`src/rtl/mem_port_arbiter_pkg.sv`:
```
// Shared types and constants for the memory port arbiter.
// The arbiter FSM state type and the data/address bus width live here.
package mem_arb_pkg;

    localparam int DATA_W = 32;

    typedef enum logic [2:0] {
        IDLE    = 3'd0,
        BUSY_IF = 3'd1,
        BUSY_DM = 3'd2,
        DONE_IF = 3'd3,
        DONE_DM = 3'd4
    } arb_state_t;

endpackage

```
`src/rtl/mem_port_arbiter_if.sv`:
```
// Bundle of fetch port, data port and memory port signals.
// The master modport is the arbiter's view; slave is the requester/memory view.
interface mem_port_arbiter_if;
    import mem_arb_pkg::*;

    logic              if_req;
    logic [DATA_W-1:0] if_addr;
    logic [DATA_W-1:0] if_rdata;
    logic              if_ready;

    logic              dm_req;
    logic              dm_we;
    logic [DATA_W-1:0] dm_addr;
    logic [DATA_W-1:0] dm_wdata;
    logic [DATA_W-1:0] dm_rdata;
    logic              dm_ready;

    logic              stall_f;
    logic              stall_m;

    logic              mem_en;
    logic              mem_we;
    logic [DATA_W-1:0] mem_addr;
    logic [DATA_W-1:0] mem_wdata;
    logic [DATA_W-1:0] mem_rdata;

    modport master (
        input  if_req, if_addr, dm_req, dm_we, dm_addr, dm_wdata, mem_rdata,
        output if_rdata, if_ready, dm_rdata, dm_ready, stall_f, stall_m,
               mem_en, mem_we, mem_addr, mem_wdata
    );

    modport slave (
        output if_req, if_addr, dm_req, dm_we, dm_addr, dm_wdata, mem_rdata,
        input  if_rdata, if_ready, dm_rdata, dm_ready, stall_f, stall_m,
               mem_en, mem_we, mem_addr, mem_wdata
    );

endinterface

```
`src/rtl/mem_port_arbiter_lat_counter.sv`:
```
// Memory access latency counter.
// Held at zero while load is high, then counts up once per cycle and
// parks on MEM_LAT-1, where done is raised.
module mem_lat_counter #(
    parameter int MEM_LAT = 2
) (
    input  logic clk,
    input  logic rst,
    input  logic load,
    output logic done
);

    localparam int CNT_W = (MEM_LAT > 1) ? $clog2(MEM_LAT) : 1;

    logic [CNT_W-1:0] r_count;

    assign done = (r_count == CNT_W'(MEM_LAT - 1));

    // Count the cycles of an access, restarting whenever no access is running
    always_ff @(posedge clk) begin
        if (rst || load) begin
            r_count <= '0;
        end else if (!done) begin
            r_count <= r_count + CNT_W'(1);
        end
    end

endmodule

```
`src/rtl/mem_port_arbiter.sv`:
```
// Single memory port shared by an instruction fetch port and a data port.
// Data requests win by default; define MEM_ARB_FAIRNESS_EN to add a
// starvation counter that forces a fetch grant after STARVE_MAX data grants.
module mem_port_arbiter
    import mem_arb_pkg::*;
#(
    parameter int MEM_LAT    = 2,
    parameter int STARVE_MAX = 4
) (
    input  logic               clk,
    input  logic               rst,
    mem_port_arbiter_if.master bus
);

    if (MEM_LAT < 1 || MEM_LAT > 15 || STARVE_MAX < 1) begin : g_paramCheck
        $error("mem_port_arbiter: MEM_LAT must be 1..15 and STARVE_MAX at least 1");
    end

    arb_state_t        r_state;
    arb_state_t        w_nextState;
    logic              w_grantIf;
    logic              w_grantDm;
    logic              w_starveHit;
    logic              w_memBusy;
    logic              w_cntDone;
    logic              r_memWe;
    logic [DATA_W-1:0] r_memAddr;
    logic [DATA_W-1:0] r_memWdata;
    logic [DATA_W-1:0] r_ifRdata;
    logic [DATA_W-1:0] r_dmRdata;

    mem_lat_counter #(.MEM_LAT(MEM_LAT)) u_latCounter (
        .clk  (clk),
        .rst  (rst),
        .load (~w_memBusy),
        .done (w_cntDone)
    );

`ifdef MEM_ARB_FAIRNESS_EN
    localparam int STARVE_W = $clog2(STARVE_MAX + 1);

    logic [STARVE_W-1:0] r_starveCnt;

    assign w_starveHit = (r_starveCnt == STARVE_W'(STARVE_MAX));

    // Count back-to-back data grants that left a fetch waiting
    always_ff @(posedge clk) begin
        if (rst) begin
            r_starveCnt <= '0;
        end else if (w_grantDm && bus.if_req) begin
            r_starveCnt <= r_starveCnt + STARVE_W'(1);
        end else if (w_grantDm || w_grantIf) begin
            r_starveCnt <= '0;
        end
    end
`else
    assign w_starveHit = 1'b0;
`endif

    // Grant selection and next-state logic; accesses are never preempted
    always_comb begin
        w_grantDm   = 1'b0;
        w_grantIf   = 1'b0;
        w_nextState = r_state;
        case (r_state)
            IDLE: begin
                w_grantDm = bus.dm_req & ~(w_starveHit & bus.if_req);
                w_grantIf = bus.if_req & ~w_grantDm;
                if (w_grantDm) begin
                    w_nextState = BUSY_DM;
                end else if (w_grantIf) begin
                    w_nextState = BUSY_IF;
                end
            end
            BUSY_IF: if (w_cntDone) w_nextState = DONE_IF;
            BUSY_DM: if (w_cntDone) w_nextState = DONE_DM;
            DONE_IF: w_nextState = IDLE;
            DONE_DM: w_nextState = IDLE;
            default: w_nextState = IDLE;
        endcase
    end

    // State register
    always_ff @(posedge clk) begin
        if (rst) begin
            r_state <= IDLE;
        end else begin
            r_state <= w_nextState;
        end
    end

    // Latch the granted request so requester changes cannot disturb the access
    always_ff @(posedge clk) begin
        if (rst) begin
            r_memAddr  <= '0;
            r_memWe    <= 1'b0;
            r_memWdata <= '0;
        end else if (w_grantDm) begin
            r_memAddr  <= bus.dm_addr;
            r_memWe    <= bus.dm_we;
            r_memWdata <= bus.dm_wdata;
        end else if (w_grantIf) begin
            r_memAddr  <= bus.if_addr;
            r_memWe    <= 1'b0;
        end
    end

    // Capture read data in the last access cycle; stores leave dm_rdata alone
    always_ff @(posedge clk) begin
        if (rst) begin
            r_ifRdata <= '0;
            r_dmRdata <= '0;
        end else if (w_cntDone && r_state == BUSY_IF) begin
            r_ifRdata <= bus.mem_rdata;
        end else if (w_cntDone && r_state == BUSY_DM && !r_memWe) begin
            r_dmRdata <= bus.mem_rdata;
        end
    end

    assign w_memBusy     = (r_state == BUSY_IF) || (r_state == BUSY_DM);

    assign bus.mem_en    = w_memBusy;
    assign bus.mem_we    = (r_state == BUSY_DM) & r_memWe;
    assign bus.mem_addr  = r_memAddr;
    assign bus.mem_wdata = r_memWdata;
    assign bus.if_ready  = (r_state == DONE_IF);
    assign bus.dm_ready  = (r_state == DONE_DM);
    assign bus.if_rdata  = r_ifRdata;
    assign bus.dm_rdata  = r_dmRdata;
    assign bus.stall_f   = bus.if_req & ~bus.if_ready;
    assign bus.stall_m   = bus.dm_req & ~bus.dm_ready;

endmodule

```
`src/flat_wrapper.sv`:
```
// flat-port wrapper written by rule: the top's interface ports become plain ports
module mem_port_arbiter_flat import mem_arb_pkg::*;
#(
    parameter int MEM_LAT    = 2,
    parameter int STARVE_MAX = 4
)
  (clk, rst, bus_if_req, bus_if_addr, bus_dm_req, bus_dm_we, bus_dm_addr, bus_dm_wdata, bus_mem_rdata, bus_if_rdata, bus_if_ready, bus_dm_rdata, bus_dm_ready, bus_stall_f, bus_stall_m, bus_mem_en, bus_mem_we, bus_mem_addr, bus_mem_wdata);
  mem_port_arbiter_if bus_i ();
  input  logic clk;
  input  logic rst;
  input wire logic [$bits(bus_i.if_req)-1:0] bus_if_req;
  input wire logic [$bits(bus_i.if_addr)-1:0] bus_if_addr;
  input wire logic [$bits(bus_i.dm_req)-1:0] bus_dm_req;
  input wire logic [$bits(bus_i.dm_we)-1:0] bus_dm_we;
  input wire logic [$bits(bus_i.dm_addr)-1:0] bus_dm_addr;
  input wire logic [$bits(bus_i.dm_wdata)-1:0] bus_dm_wdata;
  input wire logic [$bits(bus_i.mem_rdata)-1:0] bus_mem_rdata;
  output wire logic [$bits(bus_i.if_rdata)-1:0] bus_if_rdata;
  output wire logic [$bits(bus_i.if_ready)-1:0] bus_if_ready;
  output wire logic [$bits(bus_i.dm_rdata)-1:0] bus_dm_rdata;
  output wire logic [$bits(bus_i.dm_ready)-1:0] bus_dm_ready;
  output wire logic [$bits(bus_i.stall_f)-1:0] bus_stall_f;
  output wire logic [$bits(bus_i.stall_m)-1:0] bus_stall_m;
  output wire logic [$bits(bus_i.mem_en)-1:0] bus_mem_en;
  output wire logic [$bits(bus_i.mem_we)-1:0] bus_mem_we;
  output wire logic [$bits(bus_i.mem_addr)-1:0] bus_mem_addr;
  output wire logic [$bits(bus_i.mem_wdata)-1:0] bus_mem_wdata;
  assign bus_i.if_req = bus_if_req;
  assign bus_i.if_addr = bus_if_addr;
  assign bus_i.dm_req = bus_dm_req;
  assign bus_i.dm_we = bus_dm_we;
  assign bus_i.dm_addr = bus_dm_addr;
  assign bus_i.dm_wdata = bus_dm_wdata;
  assign bus_i.mem_rdata = bus_mem_rdata;
  assign bus_if_rdata = bus_i.if_rdata;
  assign bus_if_ready = bus_i.if_ready;
  assign bus_dm_rdata = bus_i.dm_rdata;
  assign bus_dm_ready = bus_i.dm_ready;
  assign bus_stall_f = bus_i.stall_f;
  assign bus_stall_m = bus_i.stall_m;
  assign bus_mem_en = bus_i.mem_en;
  assign bus_mem_we = bus_i.mem_we;
  assign bus_mem_addr = bus_i.mem_addr;
  assign bus_mem_wdata = bus_i.mem_wdata;
  mem_port_arbiter #(.MEM_LAT(MEM_LAT), .STARVE_MAX(STARVE_MAX)) u_core (.clk(clk), .rst(rst), .bus(bus_i));
endmodule
```
`config.mk`:
```
export PLATFORM = sky130hd
export DESIGN_NAME = mem_port_arbiter_flat
export DESIGN_NICKNAME = d
export VERILOG_FILES = /design/src/rtl/mem_port_arbiter_pkg.sv /design/src/rtl/mem_port_arbiter_if.sv /design/src/rtl/mem_port_arbiter_lat_counter.sv /design/src/rtl/mem_port_arbiter.sv /design/src/flat_wrapper.sv
export SDC_FILE = /design/constraint.sdc
export NUM_CORES = 1
export LEC_CHECK = 0
export BUFFER_PORTS_ARGS = -buffer_cell sky130_fd_sc_hd__buf_4
export CAP_MARGIN = 10
export CORE_UTILIZATION = 28
export CTS_BUF_LIST = sky130_fd_sc_hd__clkbuf_8
export CTS_CLUSTER_SIZE = 25
export DETAILED_ROUTE_END_ITERATION = 8
export GPL_ROUTABILITY_DRIVEN = 0
export PLACE_DENSITY = 0.53
export SETUP_SLACK_MARGIN = 0.02
export SYNTH_ARGS = -nofsm -noshare
export SYNTH_HDL_FRONTEND = slang
export SYNTH_SLANG_ARGS = --single-unit
```
`constraint.sdc`:
```
create_clock -name clk -period 3.97 [get_ports clk]
set_input_delay 0.794 -clock clk [delete_from_list [all_inputs] [get_ports clk]]
set_output_delay 0.794 -clock clk [all_outputs]
set_load 0.02 [all_outputs]
```
==> results of run 1 <==
-- power by group --
part	internal [mW]	switching, mW	leakage, nW
sequential	1.43	0.0582	1.09
combinational	0.310	0.358	2.22
clock	0.780	0.550	0.233
-- stage by stage --
step	utilization	cell area [um2]
6_report	0.4187	7831
3_5_place_dp	0.3937	7365
4_1_cts	0.4187	7831
2_1_floorplan	-	5345
3_3_place_gp	0.3937	7365
5_1_grt	0.4187	7831
-- cells in the final DEF (no fill, tap or decap), types with 3 or more instances in the layout --
master / count
nor3b_1: 3
o22a_1: 31
a21oi_1: 64
a221oi_1: 26
clkinv_4: 3
o221a_2: 5
dfxtp_1: 133
mux2i_1: 32
buf_4: 271
nand2_1: 194
nor2_1: 29
inv_1: 30
clkbuf_8: 19
bufinv_16: 5
-- sequential cells by signal, indices dropped and copies added (netlist names) --
register / flops
u_core.bus.dm_rdata: 32
u_core.bus.if_rdata: 32
u_core.bus.mem_addr: 32
u_core.bus.mem_wdata: 32
u_core.r_memWe: 1
u_core.r_state: 3
u_core.u_latCounter.done: 1
-- critical path, stage by stage (launching register included) --
cell	delay (ps)
dfxtp_1	590
inv_1	150
nor3b_1	530
nor2b_1	90
buf_4	180
-- area by class of cell --
| cell class | count | area share |
|---|---|---|
| clock buffer | 19 | 0.03339 |
| tap | 234 | 0.03739 |
| inverter | 30 | 0.01438 |
| sequential | 133 | 0.3400 |
| multi-input combinational | 406 | 0.2889 |
| timing repair buffer | 271 | 0.2598 |
| clock inverter | 13 | 0.02620 |
-- final timing paths --
check                                 from                        to  slack (ps)  cells past startpoint
hold reg to reg   u_core.bus.mem_wdata[29]  u_core.bus.mem_wdata[29]         460                      2
setup / recovery         u_core.r_state[0]               bus_stall_f        1190                      4
hold / removal    u_core.bus.mem_wdata[29]  u_core.bus.mem_wdata[29]         460                      2
setup reg to reg         u_core.r_state[1]    u_core.bus.dm_rdata[9]        1760                      3
-- cell families (layout without fill, tap and decap cells) --
| kind of cell | Yosys count | in the layout | share of synthesized area |
|---|---|---|---|
| buffers and inverters | 85 | 333 | 0.08216 |
| AO/OA/AOI/OAI | 133 | 133 | 0.1756 |
| multiplexers | 32 | 32 | 0.05993 |
| flip-flops | 133 | 133 | 0.4981 |
| XOR/XNOR | 1 | 1 | 0.001639 |
| AND/OR/NAND/NOR | 240 | 240 | 0.1826 |
-- synthesized netlist by cell type, types with 2 or more instances --
library cell / count / area share
nor2_1: 30 / 0.021
and2_1: 2 / 0.0023
buf_1: 3 / 0.0021
buf_6: 11 / 0.023
a21oi_1: 64 / 0.060
inv_1: 29 / 0.020
o21ai_0: 2 / 0.0019
dfxtp_1: 133 / 0.50
o221a_2: 5 / 0.011
nor2b_1: 2 / 0.0023
a221oi_1: 26 / 0.043
nor3_1: 2 / 0.0019
buf_2: 15 / 0.014
a2111oi_0: 2 / 0.0033
mux2i_1: 32 / 0.060
buf_4: 5 / 0.0070
nor3b_1: 3 / 0.0042
nand2_1: 194 / 0.14
clkbuf_1: 21 / 0.015
o22a_1: 31 / 0.051
-- metal layers --
layer,share of wire,GRT usage
met5,0,0
met4,0.0088,0.04569
met3,0.094,0.07179
met2,0.47,0.2734
met1,0.43,0.1914
==> metrics.yaml, run 1 <==
portBuffers: 266
overflow: 0
rsz0062_at_grt: "false"
drt_wl_total_um: 16190
post-route-period-util: 0.6991
tightest_slew_ps: 1112
syn2layout_area_growth_pct: 46.51
grt_pass1_vias: 4747
max_freq_mhz: 360.3
dp.cells: 1074
cp-end-kind: "primary output"
setup_ws_ps: 1195
syn_inst: 624
min_period_ps: 2775
die_h_um: 140.2
ctsResizeCount: 0
cellPowerDensity_nw_per_um2: 445.6
synth_edf_count: 0
io_pins: 267
slew_headroom: 0.2576
die_w_um: 140.2
hold_path.class: "flip-flop to flip-flop"
num_vias: 5062
ys_types: 32
whs_ps: 456.2
root_buffer: "clkbuf_8"
cts_tree: "yes"
cts_buffers: 17
wl_per_cell_um: 14.64
multiInputGateArea_um2: 2262
initial_core_util: 0.2858
ctsHoldBuffers: 0
syn_area_per_cell_um2: 8.566
maxSlewViolCount: 0
yosysWarnings: 0
cts_buffer_depth: 2
hold_violations: 0
via_per_inst: 4.577
fillers: 1924
drive_above_1_share: 0.3612
syn_area_um2: 5345
insertion_delay_ps: 440
max_cap_viol_count: 0
grt_use_total: 0.1644
critPathMaxFanout: 10
antenna_cells: 0
status: "complete, no violations"
syn-num-nets: 757
drc: 0
fp.dieArea_um2: 19650
finClkSkew_ps: 8.909
power_leakage_nw: 3.541
cp-start-kind: "flip-flop"
hpwl_um: 10920
yosys_register_bits: 133
post_cts_buffers: 0
seq_area_um2: 2663
drtIter0Drc: 161
firstDrtPassIters: 4
antenna_found_initial: 0
async_reset_ff_frac: 0
grt_pass1_wl_um: 25280
ant_nets: 0
yosys_most_used_dff: "dfxtp_1"
seq_area_frac_synth: 0.4981
nNetsFinal: 992
core_um2: 18710
dp_slack_ps: 1351
cts.clk_slew.worst_paths_ps: 70
fin_tns_setup_ps: 0
final-setup-viol-count: 0
cp.required_ps: 3180
rows: 50
cts_sinks: 133
worstSetupPathType: "flip-flop to primary output"
fin_cells: 1106
total_power_mw: 3.489
ir_worst_vdd_mv: 0.1808
grt_start_max_net_pins: 72
worstPathArrival_ps: 1980
cts.htree.levels: 4
No activity file was read; power rests on OpenSTA's default activity.
==> run 2, diff against run 1 <==
PLACE_DENSITY = 0.55   (was 0.53)
clock period = 2.3 ns   (was 3.97 ns; I/O delays follow)
==> metrics.yaml, run 2 (same netlist as run 1, synthesis figures left out) <==
maxSlewViolCount: 0  # unchanged
num_vias: 5106  # +0.87%
wl_per_cell_um: 14.77  # +0.90%
hp-start: "bus_dm_wdata[20]"
cts_sinks: 133  # unchanged
ant_nets: 0  # unchanged
cellPowerDensity_nw_per_um2: 713.5  # +60%
endpoint: "bus_stall_f"
cts_tree: "yes"
cp-start-kind: "flip-flop"
nNetsFinal: 998  # +0.60%
root_buffer: "clkbuf_8"
antenna_found_initial: 0  # unchanged
firstDrtPassIters: 4  # unchanged
slew_headroom: 0.4916  # +0.2340
power_leakage_nw: 3.541  # about the same
netSwitchingPower_mw: 1.669  # +73%
max_cap_viol_count: 0  # unchanged
cts_buffers: 17  # unchanged
p_clk_frac: 0.326  # -0.055
placed_cell_area_um2: 7447  # +1.1%
r2r_start: "u_core.r_state[2]"
worstPathArrival_ps: 1540  # -440 ps
max_freq_mhz: 500.5
cts_buffer_depth: 2  # unchanged
drtIter0Drc: 148  # -8.1%
cts.htree.levels: 4  # unchanged
multiInputGateArea_um2: 2262  # unchanged
portBuffers: 266  # unchanged
fillers: 1968  # +2.3%
final-setup-viol-count: 0  # unchanged
overflow: 0  # unchanged
tightest_slew_ps: 762.6  # -349.4 ps
p_seq_frac: 0.462  # +0.034
syn2layout_area_growth_pct: 46.11
grt_pass1_vias: 5074  # +6.9%
insertion_delay_ps: 440  # about the same
ctsHoldBuffers: 0  # unchanged
grt_pass1_wl_um: 26040  # +3.0%
fin_tns_setup_ps: 0  # unchanged
reg2regPathDepth: 4  # +1
grt_start_max_net_pins: 61  # -15%
drive_above_1_share: 0.3667  # +0.005504
grt_use_total: 0.1689  # +0.004475
core_um2: 18710  # unchanged
initial_core_util: 0.2858  # unchanged
rows: 50  # unchanged
ir_worst_vdd_mv: 0.3510  # +94%
cp.required_ps: 1840  # -1340 ps
swShare: 0.2995  # +0.02269
fin_area_um2: 7810  # -0.27%
post-route-period-util: 0.8687
min_period_ps: 1998
cts.clk_slew.worst_paths_ps: 80  # about the same
rsz0062_at_grt: "false"
seq_area_um2: 2665  # about the same
die_h_um: 140.2  # unchanged
hold_path.class: "input port to flip-flop"
finClkSkew_ps: 11.33  # +2.421 ps
mostFrequentLayoutCells: "buf_4 (274), nand2_1 (194), dfxtp_1 (131)"
hold_violations: 0  # unchanged
status: "complete, no violations"
drc: 0  # unchanged
dp.cells: 1080  # +0.56%
power_frac_comb: 0.212  # +0.021
reg2reg_slack_ps: 680  # -1080 ps
critPathMaxFanout: 10  # unchanged
drt_wl_total_um: 16430  # +1.4%
die_w_um: 140.2  # unchanged
fin_cells: 1112  # +0.54%
mostFrequentLayoutCell: "buf_4"
crit_start: "u_core.r_state[0]"
fin_util: 0.4175  # -0.001137
via_per_inst: 4.592  # +0.32%
antenna_cells: 0  # unchanged
worstSetupPathType: "flip-flop to primary output"
reg2reg_to: "u_core.bus.mem_wdata[25]"
io_pins: 267  # unchanged
cp-end-kind: "primary output"
power.internal_mw: 3.903  # +55%
fp.dieArea_um2: 19650  # unchanged
hpwl_um: 11260  # +3.1%
## run 2: cell count changes in the layout (fill, tap and decap cells not counted)
| cell | before | now |
|---|---|---|
| dfxtp_1 | 133 | 131 |
| inv_6 | 0 | 2 |
| clkinv_2 | 2 | 5 |
| buf_12 | 0 | 3 |
| dfxtp_2 | 0 | 2 |
| inv_1 | 30 | 31 |
| buf_4 | 271 | 274 |
| clkbuf_8 | 19 | 18 |
| clkinv_4 | 3 | 2 |
| bufinv_16 | 5 | 1 |
## run 2: final cells by class
class / instances / share of cell area
clock inverter: 14 / 0.01442
inverter: 30 / 0.01442
timing repair buffer: 277 / 0.2711
multi-input combinational: 406 / 0.2897
sequential: 133 / 0.3412
tap: 234 / 0.03749
clock buffer: 18 / 0.03172
## run 2: how the worst min path moves through the flow
stage | end | slack [ps] | cells after the start
after global routing | u_core.bus.mem_wdata[17] | 220 | 3
after global placement | u_core.bus.mem_wdata[30] | 440 | 2
after detailed placement | u_core.bus.mem_wdata[29] | 450 | 2
after CTS | u_core.bus.mem_wdata[17] | 230 | 3
after floorplan | u_core.r_state[2] | 470 | 2
final | u_core.bus.mem_wdata[20] | 270 | 3
## run 2: metrics by stage
step                      total power, mW  setup slack (ps)  hold WS, ps
after floorplan                     3.272             472.6        465.8
after global placement              3.824             475.4        442.1
final                               5.573             302.0        268.8
after detailed placement            3.831             455.6        446.7
after CTS                           5.682             82.47        228.6
after global routing                5.879             136.3        220.5
## run 2: timing repair
action | CTS | global route
gates resized for setup | 0 | 2
setup endpoints to repair | 0 | 3
setup buffers | 0 | 0
## run 2: power by group through the flow
stage	Sequential [mW]	Combinational, mW	Clock (mW)
global route	2.60	1.28	2.01
floorplan	2.81	0.460	0
finish	2.57	1.18	1.81
detailed placement	2.63	1.20	0
CTS	2.57	1.20	1.90
global placement	2.62	1.20	0
## run 2: per-layer routing
metal  track usage  routed length (um)  vias up
met5             0                   0        -
met4       0.05495                 206        0
met3       0.07521                1504       13
met2        0.2829                7572      185
met1        0.1912                7141     2330
li1              -                   -     2578
## run 2: worst max-delay path, stage by stage, from the launching register on
cell,delay [ps]
dfxtp_2,470
inv_1,100
nor3b_1,290
nor2b_1,80
buf_4,170
